### config.mk
export PLATFORM = sky130hd
export DESIGN_NAME = backscatter_frame_sched
export DESIGN_NICKNAME = d
export VERILOG_FILES = /design/src/rtl/backscatter_pkg.sv /design/src/rtl/fm0_bit_encoder.sv /design/src/rtl/backscatter_frame_sched.sv
export SDC_FILE = /design/constraint.sdc
export NUM_CORES = 1
export LEC_CHECK = 0
export CORE_UTILIZATION = 50
export DETAILED_ROUTE_END_ITERATION = 8
export HOLD_SLACK_MARGIN = 0.12
export PLACE_DENSITY = 0.8
export SETUP_SLACK_MARGIN = 0.15
export SYNTH_ARGS = -nofsm -noshare
export SYNTH_HDL_FRONTEND = slang
export SYNTH_SLANG_ARGS = --single-unit
### constraint.sdc
create_clock -name clk -period 4.3 [get_ports clk]
set_input_delay 0.86 -clock clk [delete_from_list [all_inputs] [get_ports clk]]
set_output_delay 0.86 -clock clk [all_outputs]
set_load 0.01 [all_outputs]
### src/rtl/backscatter_pkg.sv
`default_nettype none
// ============================================================================
// Module   : backscatter_pkg
// Brief    : Shared types and constants for the backscatter frame scheduler.
// Revision : 1.0 - initial release
// ============================================================================
package backscatter_pkg;

    // Scheduler states, in the order a frame walks through them
    typedef enum logic [2:0] {
        IDLE  = 3'd0,
        PRE   = 3'd1,
        DATA  = 3'd2,
        TAIL  = 3'd3,
        GUARD = 3'd4
    } sched_state_t;

    // Default preamble pattern, transmitted MSB first
    localparam logic [7:0] c_PREAMBLE_DEFAULT = 8'hA7;

    // Cycles from the accept edge to the frame_done pulse of an unaborted frame
    function automatic int unsigned frame_len(
        input int unsigned pre_w,
        input int unsigned data_w,
        input int unsigned bit_cycles,
        input int unsigned guard_cycles
    );
        return (pre_w + data_w + 1) * bit_cycles + guard_cycles + 1;
    endfunction

endpackage
`default_nettype wire

### src/rtl/fm0_bit_encoder.sv
`default_nettype none
// ============================================================================
// Module   : fm0_bit_encoder
// Brief    : FM0 level keeper. Inverts at each bit start, inverts again at
//            mid-bit for a '0'. The level survives between frames; only the
//            registered output is forced low when the line must be quiet.
// Revision : 1.0 - initial release
// ============================================================================
module fm0_bit_encoder (
    input  logic clk,
    input  logic rst,
    input  logic i_bit,
    input  logic i_bit_start,
    input  logic i_mid,
    input  logic i_force_low,
    output logic o_mod_out
);

    logic r_level;
    logic r_mod;
    logic w_level_nxt;

    // Next FM0 level: boundary inversion always, mid inversion only for '0'
    always_comb begin
        w_level_nxt = r_level;
        if (i_bit_start) begin
            w_level_nxt = ~r_level;
        end else if (i_mid && !i_bit) begin
            w_level_nxt = ~r_level;
        end
    end

    // Level and output registers; force_low masks the output, not the level
    always_ff @(posedge clk) begin
        if (rst) begin
            r_level <= 1'b0;
            r_mod   <= 1'b0;
        end else begin
            r_level <= w_level_nxt;
            r_mod   <= i_force_low ? 1'b0 : w_level_nxt;
        end
    end

    assign o_mod_out = r_mod;

endmodule
`default_nettype wire

### src/rtl/backscatter_frame_sched.sv
`default_nettype none
// ============================================================================
// Module   : backscatter_frame_sched
// Brief    : Frame scheduler for the backscatter modulator. Accepts a payload
//            word, sends preamble + payload (MSB first) + a '1' tail bit in
//            FM0, then holds the antenna line low for a guard interval.
// Revision : 1.0 - initial release
// ============================================================================
module backscatter_frame_sched
    import backscatter_pkg::*;
#(
    parameter int unsigned       DATA_W       = 16,
    parameter int unsigned       BIT_CYCLES   = 100,
    parameter int unsigned       PRE_W        = 8,
    parameter logic [PRE_W-1:0]  PREAMBLE     = PRE_W'(c_PREAMBLE_DEFAULT),
    parameter int unsigned       GUARD_CYCLES = 50
) (
    input  logic              clk,
    input  logic              rst_n,      // active-high synchronous reset
    input  logic              req_valid,
    output logic              req_ready,
    input  logic [DATA_W-1:0] req_data,
    input  logic              abort,
    output logic              mod_out,
    output logic              busy,
    output logic              frame_done
);

    localparam int unsigned c_CYC_W = $clog2(BIT_CYCLES);
    localparam int unsigned c_BIT_W = $clog2((PRE_W > DATA_W) ? PRE_W : DATA_W) + 1;
    localparam int unsigned c_GRD_W = $clog2(GUARD_CYCLES + 1);

    localparam logic [c_CYC_W-1:0] c_CYC_LAST  = c_CYC_W'(BIT_CYCLES - 1);
    localparam logic [c_CYC_W-1:0] c_CYC_MID   = c_CYC_W'(BIT_CYCLES / 2);
    localparam logic [c_BIT_W-1:0] c_PRE_LAST  = c_BIT_W'(PRE_W - 1);
    localparam logic [c_BIT_W-1:0] c_DATA_LAST = c_BIT_W'(DATA_W - 1);
    // Guard state holds one extra cycle so that the line is visibly low for
    // GUARD_CYCLES cycles after the registered tail bit.
    localparam logic [c_GRD_W-1:0] c_GRD_LAST  = c_GRD_W'(GUARD_CYCLES);

    sched_state_t         r_state;
    sched_state_t         w_state_nxt;
    logic [c_CYC_W-1:0]   r_cyc_cnt;
    logic [c_BIT_W-1:0]   r_bit_cnt;
    logic [c_GRD_W-1:0]   r_guard_cnt;
    logic [DATA_W-1:0]    r_shift;
    logic [PRE_W-1:0]     r_pre;
    logic                 r_frame_done;
    logic                 w_accept;
    logic                 w_active;
    logic                 w_cyc_last;
    logic                 w_bit;

    assign w_active   = (r_state == PRE) || (r_state == DATA) || (r_state == TAIL);
    assign w_cyc_last = (r_cyc_cnt == c_CYC_LAST);

    // State register
    always_ff @(posedge clk) begin
        if (rst_n) begin
            r_state <= IDLE;
        end else begin
            r_state <= w_state_nxt;
        end
    end

    // Next-state logic and handshake outputs; abort beats a same-cycle request
    always_comb begin
        w_state_nxt = r_state;
        w_accept    = 1'b0;
        req_ready   = 1'b0;
        busy        = 1'b1;
        case (r_state)
            IDLE: begin
                req_ready = 1'b1;
                busy      = 1'b0;
                if (req_valid && !abort) begin
                    w_accept    = 1'b1;
                    w_state_nxt = PRE;
                end
            end
            PRE: begin
                if (abort) begin
                    w_state_nxt = GUARD;
                end else if (w_cyc_last && (r_bit_cnt == c_PRE_LAST)) begin
                    w_state_nxt = DATA;
                end
            end
            DATA: begin
                if (abort) begin
                    w_state_nxt = GUARD;
                end else if (w_cyc_last && (r_bit_cnt == c_DATA_LAST)) begin
                    w_state_nxt = TAIL;
                end
            end
            TAIL: begin
                if (abort || w_cyc_last) begin
                    w_state_nxt = GUARD;
                end
            end
            GUARD: begin
                if (r_guard_cnt == c_GRD_LAST) begin
                    w_state_nxt = IDLE;
                end
            end
            default: begin
                w_state_nxt = IDLE;
            end
        endcase
    end

    // Bit timing counters, payload/preamble shift registers and guard timer
    always_ff @(posedge clk) begin
        if (rst_n) begin
            r_cyc_cnt    <= '0;
            r_bit_cnt    <= '0;
            r_guard_cnt  <= '0;
            r_shift      <= '0;
            r_pre        <= '0;
            r_frame_done <= 1'b0;
        end else begin
            r_frame_done <= (r_state == GUARD) && (r_guard_cnt == c_GRD_LAST);

            if ((r_state == GUARD) && (r_guard_cnt != c_GRD_LAST)) begin
                r_guard_cnt <= r_guard_cnt + c_GRD_W'(1);
            end else begin
                r_guard_cnt <= '0;
            end

            if (w_accept) begin
                r_shift   <= req_data;
                r_pre     <= PREAMBLE;
                r_cyc_cnt <= '0;
                r_bit_cnt <= '0;
            end else if (w_active && !abort) begin
                if (w_cyc_last) begin
                    r_cyc_cnt <= '0;
                    r_bit_cnt <= (w_state_nxt != r_state) ? '0 : r_bit_cnt + c_BIT_W'(1);
                    if (r_state == PRE) begin
                        r_pre <= {r_pre[PRE_W-2:0], 1'b0};
                    end
                    if (r_state == DATA) begin
                        r_shift <= {r_shift[DATA_W-2:0], 1'b0};
                    end
                end else begin
                    r_cyc_cnt <= r_cyc_cnt + c_CYC_W'(1);
                end
            end else begin
                r_cyc_cnt <= '0;
                r_bit_cnt <= '0;
            end
        end
    end

    // Bit currently on air
    always_comb begin
        w_bit = 1'b1;
        case (r_state)
            PRE:     w_bit = r_pre[PRE_W-1];
            DATA:    w_bit = r_shift[DATA_W-1];
            default: w_bit = 1'b1;
        endcase
    end

    // An abort silences the line on the same edge it is sampled
    fm0_bit_encoder u_fm0 (
        .clk         (clk),
        .rst         (rst_n),
        .i_bit       (w_bit),
        .i_bit_start (w_active && !abort && (r_cyc_cnt == '0)),
        .i_mid       (w_active && !abort && (r_cyc_cnt == c_CYC_MID)),
        .i_force_low (!w_active || abort),
        .o_mod_out   (mod_out)
    );

    assign frame_done = r_frame_done;

endmodule
`default_nettype wire
Yosys cells after proc, flatten, opt, wreduce, memory -nomap -nowiden
Cells that the tools add are included.
{"block": "totals", "inputBits": 20, "out_inout_bits": 4, "register_bits": 48, "elab_cells": 81}
{"block": "classes", "eq_ne": 11, "add_sub_neg": 3, "bitwise": 3, "mux": 24, "reduce_logical": 30}
{"op": "16-bit 2-to-1 mux", "count": 4}
{"op": "8-bit 2-to-1 mux", "count": 4}
{"op": "3-bit 2-to-1 mux", "count": 7}
{"op": "3-bit case mux with 5 select lines", "count": 1}
{"op": "1-bit logical AND", "count": 9}
{"op": "3-bit AND reduction", "count": 3}
{"op": "2-bit nonzero test", "count": 4}
{"op": "7-bit by 1-bit adder with 7-bit output, second input constant", "count": 1}
{"op": "7-bit by 6-bit == test with 1-bit output, second input constant", "count": 1}
{"op": "7-bit == test, second input constant", "count": 1}
{"op": "7-bit logical NOT", "count": 1}
{"op": "6-bit by 1-bit adder with 6-bit output, second input constant", "count": 1}
{"op": "3-bit by 2-bit == test with 1-bit output, second input constant", "count": 2}
{"op": "6-bit == test, second input constant", "count": 1}
{"op": "1-bit 2-to-1 mux", "count": 6}
{"op": "6-bit inequality test, second input constant", "count": 1}
{"op": "2-bit OR reduction", "count": 3}
{"op": "5-bit by 1-bit adder with 5-bit output, second input constant", "count": 1}
{"op": "5-bit by 3-bit == test with 1-bit output, second input constant", "count": 1}
{"op": "5-bit by 4-bit == test with 1-bit output, second input constant", "count": 1}
{"op": "5-bit 2-to-1 mux", "count": 1}
{"op": "1-bit logical OR", "count": 4}
{"op": "4-bit OR reduction", "count": 1}
{"op": "3-bit by 1-bit == test with 1-bit output, second input constant", "count": 1}
{"op": "7 further kinds", "count": 11}

Logic depth before layout (Yosys ltp)
Gate-level depths: netlist of the first run.
{"block": "logic_depth", "word_depth": 8, "depth_mapped": 7, "ltp_nobuf": 6}

Modules after synthesis
From an unflattened synthesis of the first run, not the netlist that was laid out.
{"block": "unflattened", "hier_cells": 249, "hier_area_um2": 2210.9}
{"module": "backscatter_frame_sched", "seq_area_each_um2": 920.9, "cells_per_inst": 238, "area_per_inst_um2": 2113.3, "n_inst": 1}
{"module": "fm0_bit_encoder", "seq_area_each_um2": 40.0, "cells_per_inst": 11, "area_per_inst_um2": 97.6, "n_inst": 1}

Worst setup path after synthesis of the first run
No wires, ideal clock.
{"block": "synth_timing", "path_type": "input-to-reg", "start": "input abort", "end": "register r_pre[1]", "stages": 4, "slack_ps": 2259, "path_buffers": 0, "arrival_ps": 1906, "required_time_ps": 4165, "setup_ps": 135, "cell_sequence": "or2_2 > nor4_4 > mux2i_1 > a21oi_2"}
{"block": "synth_between", "elab_chain_cells": 6}
{"element": "start, declared", "line_no": "backscatter_frame_sched.sv:23", "rtl": "input logic abort,"}
{"element": "1-bit logical NOT (*)", "line_no": "backscatter_frame_sched.sv:76, backscatter_frame_sched.sv:134"}
{"element": "1-bit logical AND", "line_no": "backscatter_frame_sched.sv:76", "rtl": "if (req_valid && !abort) begin"}
{"element": "1-bit 2-to-1 mux", "line_no": "backscatter_frame_sched.sv:76"}
{"element": "1-bit 2-to-1 mux", "line_no": "backscatter_frame_sched.sv:72", "rtl": "case (r_state)"}
{"element": "2-bit nonzero test (no line)"}
{"element": "3-bit AND reduction (no line)"}
{"element": "end signal, assigned", "line_no": "backscatter_frame_sched.sv:139", "rtl": "r_pre <= {r_pre[PRE_W-2:0], 1'b0};"}
{"element": "end, declared", "line_no": "backscatter_frame_sched.sv:47", "rtl": "logic [PRE_W-1:0] r_pre;"}
Mark *: on every way between the ends. The rest lies on a longest branch, timed or not.
A chain may end at the register's enable or synchronous reset.

Worst setup path in the final report of the first run
{"block": "layout_timing", "start": "register r_state[0]", "end": "output req_ready"}
{"block": "layout_between", "elab_chain_cells": 2}
{"element": "start, declared", "line_no": "backscatter_frame_sched.sv:41", "rtl": "sched_state_t r_state;"}
{"element": "start signal, assigned", "line_no": "backscatter_frame_sched.sv:62", "rtl": "r_state <= w_state_nxt;"}
{"element": "3-bit logical NOT", "line_no": "backscatter_frame_sched.sv:72"}
{"element": "1-bit 2-to-1 mux", "line_no": "backscatter_frame_sched.sv:72"}
{"element": "end, declared", "line_no": "backscatter_frame_sched.sv:21", "rtl": "output logic req_ready,"}
Every way passes these cells.

==> flow_summary.json, run 1 <==
{
  "crit_required_ns": 3.44,
  "min_period_ns": 2.67,
  "clock_sinks": 48,
  "synth_async_sr_flop_share_pct": 0,
  "drt-pass1-iter-count": 4,
  "synth_ff_type": "dfxtp_1",
  "synth-edff-count": 0,
  "clockRootBuffer": "clkbuf_8",
  "synth.top_cell.area_share_pct": 42.8,
  "vdd_ir_drop_max_uv": 179,
  "setup_viol": 0,
  "rows": 24,
  "r2r_cells": 5,
  "crit_fanout": 9,
  "cts_buffer_depth": 2,
  "fin_crit_sh_pct": 62.0,
  "synth_area_um2": 2250,
  "startpoint_type": "flop",
  "insertion_delay_ns": 0.30,
  "finalHoldViolCount": 0,
  "crit_type": "reg -> out",
  "tritoncts": "done",
  "ios": 24,
  "syn_area_per_cell_um2": 9.56,
  "via_per_inst": 5.63,
  "critPathSlowestCell": "clkdlybuf4s50_1",
  "die_h_um": 69.0,
  "grt.total_usage_pct": 18.9,
  "grt_pass1_vias": 1647,
  "maxSlewViolCount": 0,
  "cts.clk_slew.worst_paths_ns": 0.09,
  "outcome": "finished, final reports clean",
  "dieArea_um2": 4770,
  "hpwl_um": 2950,
  "area_growth_syn_to_layout_pct": 15.6,
  "postCtsSetupBuffers": 0,
  "grt_pass1_wl_um": 7220,
  "synth_warnings": 0,
  "path_cells": "or3_1 -> inv_2 -> clkdlybuf4s50_1",
  "ctsHoldBuffers": 0,
  "die_x_um": 69.0,
  "start_util_pct": 52.0,
  "place.gp.congestion": 0.897,
  "slowest_delay_ns": 0.54,
  "synth_common_cells": "dfxtp_1 (48), nor2_1 (40), mux2i_1 (23)",
  "cts_made_buffers": 5,
  "hold_depth": 1,
  "wire_per_inst_um": 13.6,
  "routed_wl_um": 4190,
  "synth-seq-cells": 48,
  "synth_cell_types": 48,
  "end_kind": "output port",
  "grt_overflow": 0,
  "skew_ns": 0.0101,
  "layout-drive-gt1-share_pct": 10.1,
  "synthTopCellsByArea": "dfxtp_1 (43%), mux2i_1 (10%), nor2_1 (6.7%)",
  "yosysSeqAreaShare_pct": 42.8,
  "n_antenna_cell": 0,
  "finalNetCount": 283,
  "num_vias": 1741,
  "h-tree-depth": 2,
  "hold_path_class": "reg -> reg",
  "p_leak_nw": 0.987,
  "cap_violations": 0,
  "setup_tns_ns": 0,
  "crit_arrival_ns": 1.81,
  "dr.first_iter.drc_count": 153,
  "r2r-end": "r_shift[13]",
  "relSlewSlack_pct": 51.0,
  "hold-path-endpoint": "r_guard_cnt[0]",
  "drc_errors": 0,
  "clock.fmax_ghz": 0.375,
  "min-delay-start": "r_guard_cnt[0]",
  "numPortBuffers": 23,
  "ant_nets": 0,
  "power_density_nw_per_um2": 317,
  "post_cts_resized": 0,
  "synth.most_common_cell": "dfxtp_1",
  "grt_antenna_before_repair": 0,
  "synth_nets": 262,
  "reg2reg_from": "r_state[0]",
  "coreArea_um2": 4320,
  "synth.largest_area_cell": "dfxtp_1",
  "hold_slack_ns": 0.466,
  "tightestPinTransition_ns": 0.731,
  "synthCells": 235,
  "r2r_slack_ns": 2.24,
  "grt_max_degree": 37,
  "rsz0062_at_grt": "no"
}
-- registers in the layout, summed over array words and instances, names as in the netlist --
| register | flops |
|---|---|
| u_fm0.r_level | 1 |
| r_guard_cnt | 6 |
| r_cyc_cnt | 7 |
| r_pre | 8 |
| frame_done | 1 |
| r_shift | 16 |
| u_fm0.o_mod_out | 1 |
| r_bit_cnt | 5 |
| r_state | 3 |
-- worst max path at each step --
stage                    start         to
floorplan                abort   r_pre[1]
global placement         abort   r_pre[7]
detailed placement       abort   r_pre[1]
CTS                 r_state[0]  req_ready
global route        r_state[0]  req_ready
finish              r_state[0]  req_ready
-- cell type report --
cell class | count | area [um2]
Timing Repair Buffer | 24 | 238
Fill cell | 386 | 1730
Tap cell | 52 | 65.1
Multi-Input combinational cell | 171 | 1220
Inverter | 6 | 22.5
Clock inverter | 1 | 7.51
Sequential cell | 48 | 961
Clock buffer | 7 | 86.3
-- per-layer routing --
| metal | vias to the layer above | part of all wire, % | track usage, % |
|---|---|---|---|
| met2 | 23 | 46 | 29.4 |
| met4 | 0 | 2.8 | 11.1 |
| met1 | 830 | 48 | 23.7 |
| met3 | 12 | 2.8 | 4.53 |
| met5 | - | 0 | 0 |
| li1 | 876 | - | - |
-- cells by family (layout without fill, tap and decap cells) --
group | Yosys count | in the layout | share of synthesized area [%]
xor gates and xnor gates | 11 | 11 | 4.29
adders and majority gates | 7 | 7 | 3.90
AOI/OAI and AO/OA | 36 | 36 | 11.9
and+or+nand+nor | 93 | 93 | 23.4
muxes | 24 | 24 | 10.7
DFF | 48 | 48 | 42.8
buffers and inverters | 16 | 38 | 3.06
-- power by group --
part	total (mW)	switching, mW	internal [mW]
sequential	0.472	0.0107	0.461
combinational	0.0749	0.0361	0.0388
clock	0.276	0.145	0.131
-- critical path: cells and delay by family, from the launching register on --
family,cells,cell delay (ns)
simple gates,1,0.45
flops,1,0.41
buf+inv,2,0.64
-- cells in the final DEF (no fill, tap or decap), types with 5 or more instances in the layout --
master,count
dfxtp_1,48
nor2_1,40
mux2i_1,23
clkdlybuf4s50_1,23
a211oi_1,17
nand3_1,9
nand2_1,8
ha_1,7
xnor2_1,6
clkbuf_8,6
inv_1,5
xor2_1,5
-- stage by stage --
step                      instance area (um2)  setup slack, ns  instances  total power, mW  utilization, %
after floorplan                          2250             2.26        235            0.525               -
after global placement                   2500             1.63        301            0.555            57.9
after detailed placement                 2500             1.59        301            0.557            57.9
after CTS                                2600             1.62        309            0.834            60.1
after global routing                     2600             1.55        309            0.858            60.1
final                                    2600             1.63        309            0.822            60.1
Note: power is estimated with default switching activity, not from simulation.
==> run 2: changes to the inputs <==
==> constraint.sdc (replaced) <==
create_clock -name clk -period 2.5 [get_ports clk]
set_input_delay 0.5 -clock clk [delete_from_list [all_inputs] [get_ports clk]]
set_output_delay 0.5 -clock clk [all_outputs]
set_load 0.01 [all_outputs]
==> run 2 against run 1 <==
Global-route usage grew 0.056 points. Sequential power rose by 72%. Combinational power increased by 78%. Via count down 1.7%. Non-clock buffer count rose by 3. Worst setup slack worse by 1.4 ns. Highest routed layer unchanged.
==> flow_summary.json, run 2 (synthesis gave the netlist of run 1 again) <==
{
  "internal_power_mw": 1.19,
  "power.total_mw": 1.52,
  "min-delay-start": "r_cyc_cnt[0]",
  "final_common_cell": "dfxtp_1",
  "min_period_ns": 2.25,
  "end_kind": "output port",
  "place.gp.congestion": 0.860,
  "coreArea_um2": 4320,
  "hold-path-endpoint": "r_cyc_cnt[0]",
  "outcome": "finished, final reports clean",
  "grt_antenna_before_repair": 0,
  "seq_area_um2": 962,
  "wire_per_inst_um": 13.3,
  "crit_type": "reg -> out",
  "finalNetCount": 286,
  "power_density_nw_per_um2": 576,
  "die_x_um": 69.0,
  "largest_register_ffs": 16,
  "startpoint_type": "flop",
  "cts_made_buffers": 5,
  "p_clk_share_pct": 38.1,
  "grt_pass1_wl_um": 7330,
  "r2r-end": "r_shift[13]",
  "finalHoldViolCount": 0,
  "dieArea_um2": 4770,
  "skew_ns": 0.00487,
  "critPathSlowestCell": "clkdlybuf4s50_1",
  "p_leak_nw": 1.02,
  "setup_tns_ns": 0,
  "grt_overflow": 0,
  "vdd_ir_drop_max_uv": 375,
  "clockRootBuffer": "clkbuf_8",
  "insertion_delay_ns": 0.30,
  "drc_errors": 0,
  "cts.clk_slew.worst_paths_ns": 0.08,
  "via_per_inst": 5.49,
  "routed_wl_um": 4150,
  "dr.first_iter.drc_count": 93,
  "hold_depth": 1,
  "p_sw_share_pct": 22.0,
  "slowest_delay_ns": 0.55,
  "top_regs": "r_shift x16, r_pre x8, r_cyc_cnt x7",
  "clock_sinks": 48,
  "grt_max_degree": 34,
  "final_core_util_pct": 61.3,
  "hold_slack_ns": 0.467,
  "relSlewSlack_pct": 56.0,
  "h-tree-depth": 2,
  "tritoncts": "done",
  "hold_path_class": "reg -> reg",
  "path_cells": "or3_1 -> inv_2 -> clkdlybuf4s50_1",
  "reg2reg_from": "r_cyc_cnt[1]",
  "area_growth_syn_to_layout_pct": 17.9,
  "cap_violations": 0,
  "rsz0062_at_grt": "no",
  "final_cell_mix": "dfxtp_1 (47), nor2_1 (40), mux2i_1 (23), clkdlybuf4s50_1 (23), a211oi_1 (17)",
  "grt_pass1_vias": 1669,
  "r2r_cells": 5,
  "num_vias": 1712,
  "multiInputGateArea_um2": 1220,
  "ios": 24,
  "crit_arrival_ns": 1.75,
  "drt-pass1-iter-count": 4,
  "rows": 24,
  "numPortBuffers": 23,
  "ant_nets": 0,
  "grt.total_usage_pct": 19.0,
  "maxSlewViolCount": 0,
  "start_util_pct": 52.0,
  "p_sw_mw": 0.336,
  "hpwl_um": 3050,
  "die_h_um": 69.0,
  "clock.fmax_ghz": 0.444,
  "fillers": 367,
  "crit_required_ns": 2.00,
  "cts_buffer_depth": 2,
  "n_antenna_cell": 0,
  "crit_fanout": 7,
  "fin_crit_sh_pct": 90.0,
  "layout-drive-gt1-share_pct": 11.9,
  "setup_viol": 0,
  "pwr-share-comb_pct": 8.7,
  "regMostFlops": "r_shift",
  "p_seq_share_pct": 53.2,
  "r2r_slack_ns": 0.49,
  "tightestPinTransition_ns": 0.657
}
-- run 2: cell count changes in the layout (fill, tap and decap cells not counted), sizes merged --
cell | before | now
clkbuf | 7 | 6
bufinv | 0 | 1
buf | 1 | 4
clkinvlp | 1 | 0
clkinv | 0 | 1
-- run 2: through the flow --
step	cell area, um2	std cells	setup WS [ns]
4_1_cts	2650	312	0.203
3_3_place_gp	2530	304	0.298
2_1_floorplan	2250	235	0.772
3_5_place_dp	2530	304	0.235
5_1_grt	2650	312	0.190
6_report	2650	312	0.249
-- run 2: timing repair --
item	in CTS	in global routing
setup buffers	0	0
gates resized for setup	0	1
setup endpoints to repair	0	1
hold buffers	0	0
-- run 2: worst max-delay path by stage --
stage	slack, ns	start	endpoint
floorplan	0.77	r_cyc_cnt[1]	r_pre[1]
global placement	0.30	abort	r_shift[6]
detailed placement	0.24	abort	r_bit_cnt[0]
CTS	0.20	r_state[0]	req_ready
global route	0.19	r_state[2]	req_ready
finish	0.25	r_state[2]	req_ready
-- run 2: layout make-up --
cell class,count,share of cell area [%]
Timing Repair Buffer,27,9.83
Clock inverter,2,1.46
Inverter,6,0.850
Sequential cell,48,36.3
Clock buffer,6,3.12
Multi-Input combinational cell,171,46.0
Tap cell,52,2.46
-- run 2: critical path, delay by kind of cell (launching register included) --
| kind | cells | cell delay, ns |
|---|---|---|
| flops | 1 | 0.37 |
| simple gates | 1 | 0.45 |
| buf+inv | 2 | 0.64 |
-- run 2: metal layers --
metal | global-route usage [%] | up-vias | share of wire [%]
li1 | - | 882 | -
met1 | 24.1 | 793 | 47
met2 | 31.6 | 30 | 49
met3 | 4.39 | 7 | 3.0
met4 | 6.12 | 0 | 1.4
met5 | 0 | - | 0
-- run 2: power groups by stage --
stage	Combinational (mW)	Sequential [mW]	Clock (mW)
3_3_place_gp	0.130	0.828	0
2_1_floorplan	0.0794	0.823	0
3_5_place_dp	0.134	0.828	0
4_1_cts	0.134	0.811	0.595
5_1_grt	0.148	0.815	0.621
6_report	0.133	0.811	0.581
==> run 3: changes to the inputs <==
--- a/config.mk
+++ b/config.mk
@@ -5,6 +5,7 @@
 export SDC_FILE = /design/constraint.sdc
 export NUM_CORES = 1
 export LEC_CHECK = 0
+export CORE_ASPECT_RATIO = 0.6
 export CORE_UTILIZATION = 50
 export DETAILED_ROUTE_END_ITERATION = 8
 export HOLD_SLACK_MARGIN = 0.12
@@ -13,3 +14,4 @@
 export SYNTH_ARGS = -nofsm -noshare
 export SYNTH_HDL_FRONTEND = slang
 export SYNTH_SLANG_ARGS = --single-unit
+export TNS_END_PERCENT = 100
==> run 3 against run 2 <==
Final cell count grew 2.6%. Flip-flop and latch count is the same. Hold slack gained 0.0039 ns. Highest routed layer unchanged.
==> flow_summary.json, run 3 (synthesis gave the netlist of run 1 again) <==
{
  "area_growth_syn_to_layout_pct": 19.2,
  "rows": 18,
  "rsz0062_at_grt": "no",
  "cap_violations": 0,
  "cts_made_buffers": 5,
  "setup_viol": 0,
  "tritoncts": "done",
  "crit_type": "reg -> out",
  "critPathLaunch": "r_state[0]",
  "routed_wl_um": 4420,
  "critPathCapture": "req_ready",
  "dieArea_um2": 4780,
  "min_period_ns": 2.25,
  "grt_overflow": 0,
  "grt_pass1_wl_um": 7030,
  "final_common_cell": "dfxtp_1",
  "final_cells": 320,
  "hold_path_class": "reg -> reg",
  "h-tree-depth": 2,
  "die_x_um": 88.5,
  "postCtsSetupBuffers": 0,
  "hpwl_um": 3170,
  "startpoint_type": "flop",
  "crit_fanout": 9,
  "grt_pass1_vias": 1446,
  "wire_per_inst_um": 13.8,
  "grt_antenna_before_repair": 0,
  "coreArea_um2": 4210,
  "insertion_delay_ns": 0.31,
  "tightestPinTransition_ns": 0.563,
  "vdd_ir_drop_max_uv": 424,
  "fin_crit_sh_pct": 90.1,
  "layout-drive-gt1-share_pct": 11.9,
  "finalNetCount": 286,
  "grt.total_usage_pct": 20.1,
  "skew_ns": 0.0130,
  "r2r_cells": 5,
  "final_cell_mix": "dfxtp_1 (48), nor2_1 (40), mux2i_1 (23), clkdlybuf4s50_1 (23), a211oi_1 (17)",
  "clock.fmax_ghz": 0.444,
  "die_h_um": 53.9,
  "outcome": "finished, final reports clean",
  "start_util_pct": 53.4,
  "via_per_inst": 5.35,
  "maxSlewViolCount": 0,
  "place_worst_setup_slack_ns": 0.194,
  "cts.clk_slew.worst_paths_ns": 0.09,
  "place_inst": 312,
  "setup_tns_ns": 0,
  "relSlewSlack_pct": 62.0,
  "drc_errors": 0,
  "dr.first_iter.drc_count": 83,
  "largest_register_ffs": 16,
  "r2r-end": "r_shift[3]",
  "reg2reg_from": "r_cyc_cnt[1]",
  "n_antenna_cell": 0,
  "end_kind": "output port",
  "power_density_nw_per_um2": 605,
  "grt_max_degree": 30,
  "p_leak_nw": 1.02,
  "ant_nets": 0,
  "r2r_slack_ns": 0.47,
  "ios": 24,
  "place.gp.congestion": 0.895,
  "numPortBuffers": 23,
  "crit_required_ns": 2.00,
  "num_vias": 1712,
  "clockRootBuffer": "clkbuf_8",
  "top_regs": "r_shift x16, r_pre x8, r_cyc_cnt x7",
  "regMostFlops": "r_shift",
  "crit_arrival_ns": 1.75,
  "drt-pass1-iter-count": 4,
  "finalHoldViolCount": 0,
  "clock_sinks": 48,
  "setup_ws_ns": 0.247,
  "cts_buffer_depth": 2,
  "fillers": 339
}
[run 3: final cells by class]
type / instances / area (um2) / share of cell area, %
inverter: 6 / 22.5 / 0.841
clock buffer: 5 / 68.8 / 2.57
clock inverter: 3 / 68.8 / 2.57
tap: 60 / 75.1 / 2.80
timing repair buffer: 27 / 260 / 9.72
sequential: 48 / 961 / 35.9
multi-input combinational: 171 / 1220 / 45.6
[run 3: layer usage]
layer  wire length [um]  vias up  track usage [%]
li1                   -      891                -
met1               2370      783             30.5
met2               1800       32             26.5
met3                213        6             5.98
met4                 44        0             6.45
met5                  0        -                0
[run 3: worst min-delay path by stage]
stage	cells after the start	start	to
after global routing	1	r_guard_cnt[0]	r_guard_cnt[0]
after floorplan	1	r_cyc_cnt[0]	r_cyc_cnt[0]
after CTS	2	r_pre[0]	r_pre[0]
final	1	r_guard_cnt[0]	r_guard_cnt[0]
after detailed placement	1	r_guard_cnt[0]	r_guard_cnt[0]
after global placement	1	r_guard_cnt[0]	r_guard_cnt[0]
[run 3: stage by stage]
stage	cell area [um2]	hold WS (ns)	util, %	power (mW)
2_1_floorplan	2250	0.426	-	0.903
3_3_place_gp	2540	0.447	60.2	0.957
5_1_grt	2680	0.520	63.6	1.69
3_5_place_dp	2540	0.460	60.2	0.962
4_1_cts	2670	0.479	63.5	1.63
6_report	2680	0.471	63.6	1.62
[run 3: critical path, cell delays in order (launching register included)]
cell and delay (ns):
dfxtp_1 0.42, or3_4 0.43, inv_2 0.08, clkdlybuf4s50_1 0.52
[run 3: timing repair]
action | CTS | global route
resized for setup | 0 | 1
hold buffers | 0 | 0
setup endpoints to repair | 0 | 1
[run 3: where the power goes]
part / switching, mW / internal, mW / leakage (nW)
clock: 0.269 / 0.402 / 0.0687
sequential: 0.0194 / 0.793 / 0.391
combinational: 0.0657 / 0.0705 / 0.565
